--- src/rtl/prv32_div_unit.sv ---
// rtl/prv32_div_unit.sv - iterative radix-2 restoring divide/remainder unit
//
// Purpose: executes RISC-V DIV, DIVU, REM and REMU one quotient bit per cycle
// beside the ALU in the execute stage. o_busy stalls the front of the pipe;
// o_done pulses once with a registered o_result.
//
// Ports:
//   i_clk     clock, all state on rising edge
//   i_rst     synchronous active-high reset
//   i_start   request, sampled only while idle
//   i_flush   pipeline kill, aborts any operation without a done pulse
//   i_a       dividend (rs1)
//   i_b       divisor (rs2)
//   i_op      00 DIV, 01 DIVU, 10 REM, 11 REMU
//   o_busy    operation in progress (RUN or FIN)
//   o_done    one-cycle pulse, o_result valid
//   o_result  quotient or remainder, held until the next accepted start
//
// Optional feature: PRV32_DIV_EARLY_OUT_EN - divide-by-zero, signed overflow
// and |a| < |b| skip the iteration and finish one cycle after acceptance.

module prv32_div_unit (
  input  logic        i_clk,
  input  logic        i_rst,
  input  logic        i_start,
  input  logic        i_flush,
  input  logic [31:0] i_a,
  input  logic [31:0] i_b,
  input  logic [1:0]  i_op,
  output logic        o_busy,
  output logic        o_done,
  output logic [31:0] o_result
);

  typedef enum logic [1:0] {
    S_IDLE = 2'd0,
    S_RUN  = 2'd1,
    S_FIN  = 2'd2
  } state_t;

  state_t      r_state;
  state_t      w_next;

  logic [4:0]  r_cnt;
  logic [32:0] r_rem;
  logic [31:0] r_quo;
  logic [31:0] r_dvs;
  logic [31:0] r_a;
  logic        r_op_rem;
  logic        r_neg_q;
  logic        r_neg_r;
  logic        r_b_zero;
  logic        r_ovf;
  logic        r_small;
  logic        r_done;
  logic [31:0] r_result;

  // Operand conditioning at acceptance
  logic        w_accept;
  logic        w_signed;
  logic        w_sa;
  logic        w_sb;
  logic [31:0] w_mag_a;
  logic [31:0] w_mag_b;
  logic        w_b_zero;
  logic        w_ovf;
  logic        w_small;
  logic        w_skip;

  assign w_accept = (r_state == S_IDLE) && i_start && !i_flush;
  assign w_signed = ~i_op[0];
  assign w_sa     = w_signed & i_a[31];
  assign w_sb     = w_signed & i_b[31];
  assign w_mag_a  = w_sa ? (32'd0 - i_a) : i_a;
  assign w_mag_b  = w_sb ? (32'd0 - i_b) : i_b;
  assign w_b_zero = (i_b == 32'd0);
  assign w_ovf    = w_signed && (i_a == 32'h8000_0000) && (i_b == 32'hFFFF_FFFF);
  // Magnitude compare; never true when b==0, so it cannot mask that case.
  assign w_small  = (w_mag_a < w_mag_b);

`ifdef PRV32_DIV_EARLY_OUT_EN
  assign w_skip = w_b_zero | w_ovf | w_small;
`else
  assign w_skip = 1'b0;
`endif

  // One restoring step: shift {rem,quo} left, subtract divisor magnitude.
  // Bit 33 of the trial is the borrow, i.e. the trial went negative.
  logic [33:0] w_shift;
  logic [33:0] w_trial;
  logic        w_fits;

  assign w_shift = {r_rem, r_quo[31]};
  assign w_trial = w_shift - {2'b00, r_dvs};
  assign w_fits  = ~w_trial[33];

  // Sign fix-up and RISC-V special cases, evaluated in FIN
  logic [31:0] w_q_fix;
  logic [31:0] w_r_fix;
  logic [31:0] w_quot;
  logic [31:0] w_remd;
  logic [31:0] w_fin_val;

  assign w_q_fix = r_neg_q ? (32'd0 - r_quo) : r_quo;
  assign w_r_fix = r_neg_r ? (32'd0 - r_rem[31:0]) : r_rem[31:0];

  always_comb begin
    w_quot = w_q_fix;
    w_remd = w_r_fix;
    if (r_b_zero) begin
      w_quot = 32'hFFFF_FFFF;
      w_remd = r_a;
    end else if (r_ovf) begin
      w_quot = 32'h8000_0000;
      w_remd = 32'd0;
    end else if (r_small) begin
      // Iteration yields the same values; the override covers the skipped path.
      w_quot = 32'd0;
      w_remd = r_a;
    end
  end

  assign w_fin_val = r_op_rem ? w_remd : w_quot;

  // FSM state register
  always_ff @(posedge i_clk) begin
    if (i_rst) begin
      r_state <= S_IDLE;
    end else begin
      r_state <= w_next;
    end
  end

  // FSM next state
  always_comb begin
    w_next = r_state;
    case (r_state)
      S_IDLE: begin
        if (w_accept) begin
          w_next = w_skip ? S_FIN : S_RUN;
        end
      end
      S_RUN: begin
        if (r_cnt == 5'd0) begin
          w_next = S_FIN;
        end
      end
      S_FIN:   w_next = S_IDLE;
      default: w_next = S_IDLE;
    endcase
    if (i_flush) begin
      w_next = S_IDLE;
    end
  end

  // Datapath
  always_ff @(posedge i_clk) begin
    if (i_rst) begin
      r_cnt    <= 5'd0;
      r_rem    <= 33'd0;
      r_quo    <= 32'd0;
      r_dvs    <= 32'd0;
      r_a      <= 32'd0;
      r_op_rem <= 1'b0;
      r_neg_q  <= 1'b0;
      r_neg_r  <= 1'b0;
      r_b_zero <= 1'b0;
      r_ovf    <= 1'b0;
      r_small  <= 1'b0;
    end else if (w_accept) begin
      r_cnt    <= 5'd31;
      r_rem    <= 33'd0;
      r_quo    <= w_mag_a;
      r_dvs    <= w_mag_b;
      r_a      <= i_a;
      r_op_rem <= i_op[1];
      r_neg_q  <= w_sa ^ w_sb;
      r_neg_r  <= w_sa;
      r_b_zero <= w_b_zero;
      r_ovf    <= w_ovf;
      r_small  <= w_small;
    end else if (r_state == S_RUN) begin
      r_rem <= w_fits ? w_trial[32:0] : w_shift[32:0];
      r_quo <= {r_quo[30:0], w_fits};
      if (r_cnt != 5'd0) begin
        r_cnt <= r_cnt - 5'd1;
      end
    end
  end

  // Result register and done pulse
  always_ff @(posedge i_clk) begin
    if (i_rst) begin
      r_done   <= 1'b0;
      r_result <= 32'd0;
    end else begin
      r_done <= 1'b0;
      if ((r_state == S_FIN) && !i_flush) begin
        r_done   <= 1'b1;
        r_result <= w_fin_val;
      end
    end
  end

  assign o_busy   = (r_state != S_IDLE);
  assign o_done   = r_done;
  assign o_result = r_result;

endmodule

--- config.mk ---
export PLATFORM = sky130hd
export DESIGN_NAME = prv32_div_unit
export DESIGN_NICKNAME = d
export VERILOG_FILES = /design/src/rtl/prv32_div_unit.sv
export SDC_FILE = /design/constraint.sdc
export NUM_CORES = 1
export LEC_CHECK = 0
export ABC_AREA = 1
export ABC_CLOCK_PERIOD_IN_PS = 2200
export BUFFER_PORTS_ARGS = -buffer_cell sky130_fd_sc_hd__buf_4
export CAP_MARGIN = 20
export CORE_MARGIN = 8
export CORE_UTILIZATION = 35
export CTS_CLUSTER_SIZE = 30
export DETAILED_ROUTE_END_ITERATION = 16
export PLACE_DENSITY = 0.63
export SETUP_SLACK_MARGIN = 0.15
export SYNTH_ARGS = -nofsm -noshare
export SYNTH_HDL_FRONTEND = slang
export SYNTH_SLANG_ARGS = --single-unit
--- constraint.sdc ---
create_clock -name i_clk -period 2.2 [get_ports i_clk]
set_clock_uncertainty 0.05 [all_clocks]
set_input_delay 0.11 -clock i_clk [delete_from_list [all_inputs] [get_ports i_clk]]
set_output_delay 0.11 -clock i_clk [all_outputs]
set_load 0.01 [all_outputs]
# == Yosys cells after proc, flatten, opt, wreduce, memory -nomap -nowiden ==
# Cells that the tools add are included.
# op_classes
n_bitwise,5
n_addsub,6
n_mux,21
n_eq_ne,6
n_lt_le_gt_ge,1
reduce_logical,17
# op_table
cell,n
$mux W32,13
$sub A1 B32 Y32 const A,4
$eq A32 B32 Y1 const B,2
$sub A34 B32 Y34,1
$mux W33,1
$logic_not A32 Y1,1
$lt A32 B32 Y1,1
$mux W5,3
$reduce_bool A2 Y1,3
$logic_and A1 B1 Y1,5
$logic_not A5 Y1,1
$reduce_bool A5 Y1,1
$sub A5 B1 Y5 const B,1
$mux W2,2
$ne A2 B2 Y1 const B,2
$pmux W2 S2,1
$reduce_and A2 Y1,2
$reduce_or A2 Y1,2
$and A1 B1 Y1,2
$eq A2 B1 Y1 const B,1
$eq A2 B2 Y1 const B,1
$logic_not A2 Y1,1
$not A1 Y1,2
$logic_not A1 Y1,1
2 further kinds,2
# totals
output_inout_bits,34
input_bits,70
reg_bits,175
word_cells,70

# == Depth between registers and ports, before layout ==
# depth
word_depth,6
ltp_mapped,20
depth_no_buf,20

# == Worst setup path before layout ==
# OpenSTA, ideal clock, no wires.
# synth_timing
path_kind,input-to-reg
startpoint,in i_a[1]
endpoint,reg r_small
setup_slack_ns,-0.210
setup_time_ns,0.114
required_time_ns,2.036
cell_stages,17
n_path_buf,0
t_arrival_ns,2.246
cell_sequence,inv_1 -> ha_1 -> nand3_1 -> nor2_2 -> nand2_1 -> o21ai_2 -> nand2_1 -> nor2_2 -> o21ai_0 -> xor2_1 -> ha_1 -> nand4_1 -> nor3_1 -> nand3_1 -> o21bai_1 -> nand4_1 -> nand2_1
# synth_via
elab_chain_cells,3
# synth_lines
item,line,rtl
"start, declared",27,"input logic [31:0] i_a,"
$sub A1 B32 Y32,74,assign w_mag_a = w_sa ? (32'd0 - i_a) : i_a;
$mux W32 (*),74,
$lt A32 B32 Y1 (*),79,assign w_small = (w_mag_a < w_mag_b);
"end signal, assigned",181,r_small <= w_small;
"end, declared",54,logic r_small;
# Every way passes the cells marked *; elsewhere a longest branch is shown, timed or not.
# A chain may end at the register's enable or synchronous reset.

# == Final worst setup path ==
# layout_timing
startpoint,reg r_dvs[26]
endpoint,reg r_rem[14]
# layout_via
elab_chain_cells,2
# layout_lines
item,line,rtl
"start, declared",47,logic [31:0] r_dvs;
"start signal, assigned",174,r_dvs <= w_mag_b;
$sub A34 B32 Y34,94,"assign w_trial = w_shift - {2'b00, r_dvs};"
$mux W33,183,r_rem <= w_fits ? w_trial[32:0] : w_shift[32:0];
"end signal, assigned",183,
"end, declared",45,logic [32:0] r_rem;
# Every way passes these cells.

==> results.sh <==
export IMPL_status="finished, violations left"
export IMPL_violations="setup timing"
export IMPL_io_buffers=103
export IMPL_netlist_area_um2=14630
export IMPL_synth_top_area_share_pct=23.95
export IMPL_worst_path_max_delay_cell="dfxtp_1"
export IMPL_root_buffer="clkbuf_16"
export IMPL_slew_violations=0
export IMPL_gr_total_overflow=0
export IMPL_syn_inst=2422
export IMPL_hold_class="primary input to register"
export IMPL_yosysUniqueCellTypes=49
export IMPL_cts_tree="done"
export IMPL_cts_buffers=17
export IMPL_critical_path_max_fanout=8
export IMPL_synth_avg_cell_area_um2=6.039
export IMPL_worst_ep_arrival_time_ns=2.65
export IMPL_setup_ws_ns=-0.1049
export IMPL_cts_htree_levels=4
export IMPL_drive_above_1_share_pct=34.86
export IMPL_async_reset_ff_share_pct=0
export IMPL_core_area_um2=41570
export IMPL_crit_chain="inv_2 -> ha_4 -> a21oi_4 -> o21ai_1 -> nand2_1 -> nand3_2 -> nor2_4 -> buf_12 -> nand3_4 -> buf_12 -> clkbuf_16 -> nand3_2 -> nand3_1 -> a21oi_1"
export IMPL_drtAntennaViolNets=0
export IMPL_yosysTopAreaCell="dfxtp_1"
export IMPL_ys_flop_type="dfxtp_1"
export IMPL_grt_pass1_vias=17490
export IMPL_fp_dieW_um=220.4
export IMPL_slew_headroom_pct=57.57
export IMPL_fin_setup_tns_ns=-2.261
export IMPL_syn_to_final_growth_pct=50.38
export IMPL_num_io_pins=104
export IMPL_ys_seq_elements=175
export IMPL_track_usage_pct=25.84
export IMPL_clk_latency_ns=0.47
export IMPL_total_power_uw=12200
export IMPL_p_leak_uw=0.01067
export IMPL_fp_row_count=75
export IMPL_grt_max_degree=56
export IMPL_critPathMaxStageDelay_ns=0.31
export IMPL_hold_viol=0
export IMPL_hpwl_um=50380
export IMPL_grt_setup_unrepaired="yes"
export IMPL_diodes=0
export IMPL_cpLargestDelayFamily="simple AND/OR/NAND/NOR gates"
export IMPL_synth_edf_count=0
export IMPL_synth_yosys_seq_area_share_pct=23.95
export IMPL_critPathBufInv=4
export IMPL_syn_nets=2563
export IMPL_clkTransAtPathRegs_ns=0.08
export IMPL_period_share_pct=104.8
export IMPL_vdd_ir_drop_max_mv=0.5958
export IMPL_routed_via_density=5.297
export IMPL_setup_violations=34
export IMPL_grt_pass1_wl_um=96860
export IMPL_cap_violations=0
export IMPL_fillers=4025
export IMPL_power_density_nw_per_um2=554.8
export IMPL_cts_sinks=175
export IMPL_crit_required_ns=2.54
export IMPL_drc=0
export IMPL_synth_warning_count=0
export IMPL_finalCriticalPeriod_ns=2.305
export IMPL_nNetsFinal=3094
export IMPL_wire_per_inst_um=18.59
export IMPL_synthTopCellsByArea="dfxtp_1 24%, nand2_1 16%, inv_1 9.0%"
export IMPL_vias=18570
export IMPL_clockBufferDepth=2
export IMPL_die_area_um2=48590
export IMPL_max_freq_mhz=433.9
export IMPL_worst_pin_slew_ns=0.6364
export IMPL_path_class="register to register"
export IMPL_crit_path_end_kind="register"
export IMPL_start_kind="register"
export IMPL_wl_um=65150
export IMPL_dieHeight_um=220.4
export IMPL_drt_iter0_markers=1931
export IMPL_start_util_pct=35.18
export IMPL_final_util_pct=52.91
export IMPL_dr_pass1_iters=6
export IMPL_gp_congestion=0.9844
export IMPL_antenna_found_initial=0
final cells by class:
type / count / area (µm²) / share of cell area [%]
sequential: 175 / 3551 / 16.14
inverter: 364 / 1416 / 6.440
multi-input combinational: 1791 / 10810 / 49.17
timing repair buffer: 604 / 4935 / 22.44
clock inverter: 14 / 165.2 / 0.7509
tap: 539 / 674.4 / 3.066
clock buffer: 18 / 439.2 / 1.997
tightest hold or removal path: cells and delay by family:
family	cells	cell delay (ns)
compound gates	1	0.08
buf+inv	3	0.29
per-layer routing:
layer	up-vias	part of all wire, %	track usage, %
li1	9004	-	-
met1	8624	42	33.07
met2	762	46	42.77
met3	176	6.7	3.034
met4	0	5.2	12.58
met5	-	0	0
cell usage after synthesis (37+ instances only):
library cell    n
o22ai_1        67
nor2_1        197
xor2_1         59
nand3_1       229
inv_1         351
o21ai_0       113
ha_1           70
a21oi_1       195
nand2_1       630
clkbuf_1       59
dfxtp_1       175
nand4_1        37
stage by stage:
step / hold WS [ns] / instances / setup WS (ns) / cell area (µm²)
floorplan: 0.1702 / 2422 / -0.05725 / 14700
global placement: 0.2904 / 3405 / -0.5573 / 18990
detailed placement: 0.2903 / 3405 / -0.6534 / 18990
CTS: 0.003617 / 3471 / -0.07757 / 20800
global route: 0.03091 / 3505 / -0.1992 / 21990
finish: 0.02643 / 3505 / -0.1049 / 21990
power breakdown:
part           switching (µW)  leakage, µW  internal, µW
combinational            3120      0.00894          2500
sequential                102      0.00144          3300
clock                    1540     0.000293          1650
total                    4760       0.0107          7450
timing repair:
action	in CTS	in global routing
endpoints found under the setup margin	56	60
hold buffers	8	0
hold endpoints to repair	19	0
resized for setup	175	261
pin swaps	37	109
buffers inserted	19	33
gates cloned	7	1
sequential cells by signal, summed over array words and instances, names as in the netlist:
| name | flops |
|---|---|
| r_neg_r | 1 |
| r_op_rem | 1 |
| o_result | 32 |
| r_neg_q | 1 |
| r_ovf | 1 |
| r_a | 32 |
| r_rem | 33 |
| r_b_zero | 1 |
| r_cnt | 5 |
| r_small | 1 |
| o_done | 1 |
| r_quo | 32 |
| r_state | 2 |
| r_dvs | 32 |
kinds of logic (layout without fill, tap and decap cells):
logic type	after synthesis	in the layout	share of synthesized area [%]
AOI/OAI and AO/OA	441	441	16.62
and+or+nand+nor	1205	1205	36.25
xor gates and xnor gates	74	74	4.431
buffers and inverters	456	1000	12.62
adders and majority gates	71	71	6.125
DFF	175	175	23.95
final timing paths:
path | from | endpoint | slack [ns] | cells after the start
min reg2reg | o_result[22]$_SDFFE_PP0P_ | o_result[22]$_SDFFE_PP0P_ | 0.42 | 2
min | i_a[2] | r_a[2]$_SDFFE_PP0P_ | 0.03 | 4
max reg2reg | r_dvs[26]$_SDFFE_PP0P_ | r_rem[14]$_SDFFE_PP0P_ | -0.10 | 14
max | r_dvs[26]$_SDFFE_PP0P_ | r_rem[14]$_SDFFE_PP0P_ | -0.10 | 14
cell usage in the layout, fill, tap and decap left out, types with 18 or more instances in the layout:
cell,instances
nand2_1,567
buf_4,560
inv_1,297
nand3_1,173
a21oi_1,169
nor2_1,159
dfxtp_1,139
o21ai_0,89
nand3_2,68
o22ai_1,67
nand2_2,57
xor2_1,56
inv_2,46
nand4_1,37
ha_1,35
dfxtp_2,35
ha_4,34
nor2_2,32
a21oi_2,25
nor3_1,23
nor2_4,21
o21ai_1,21
a31oi_1,19
o211ai_1,18
clkbuf_16,18
Power figures use the tool's default switching activity.
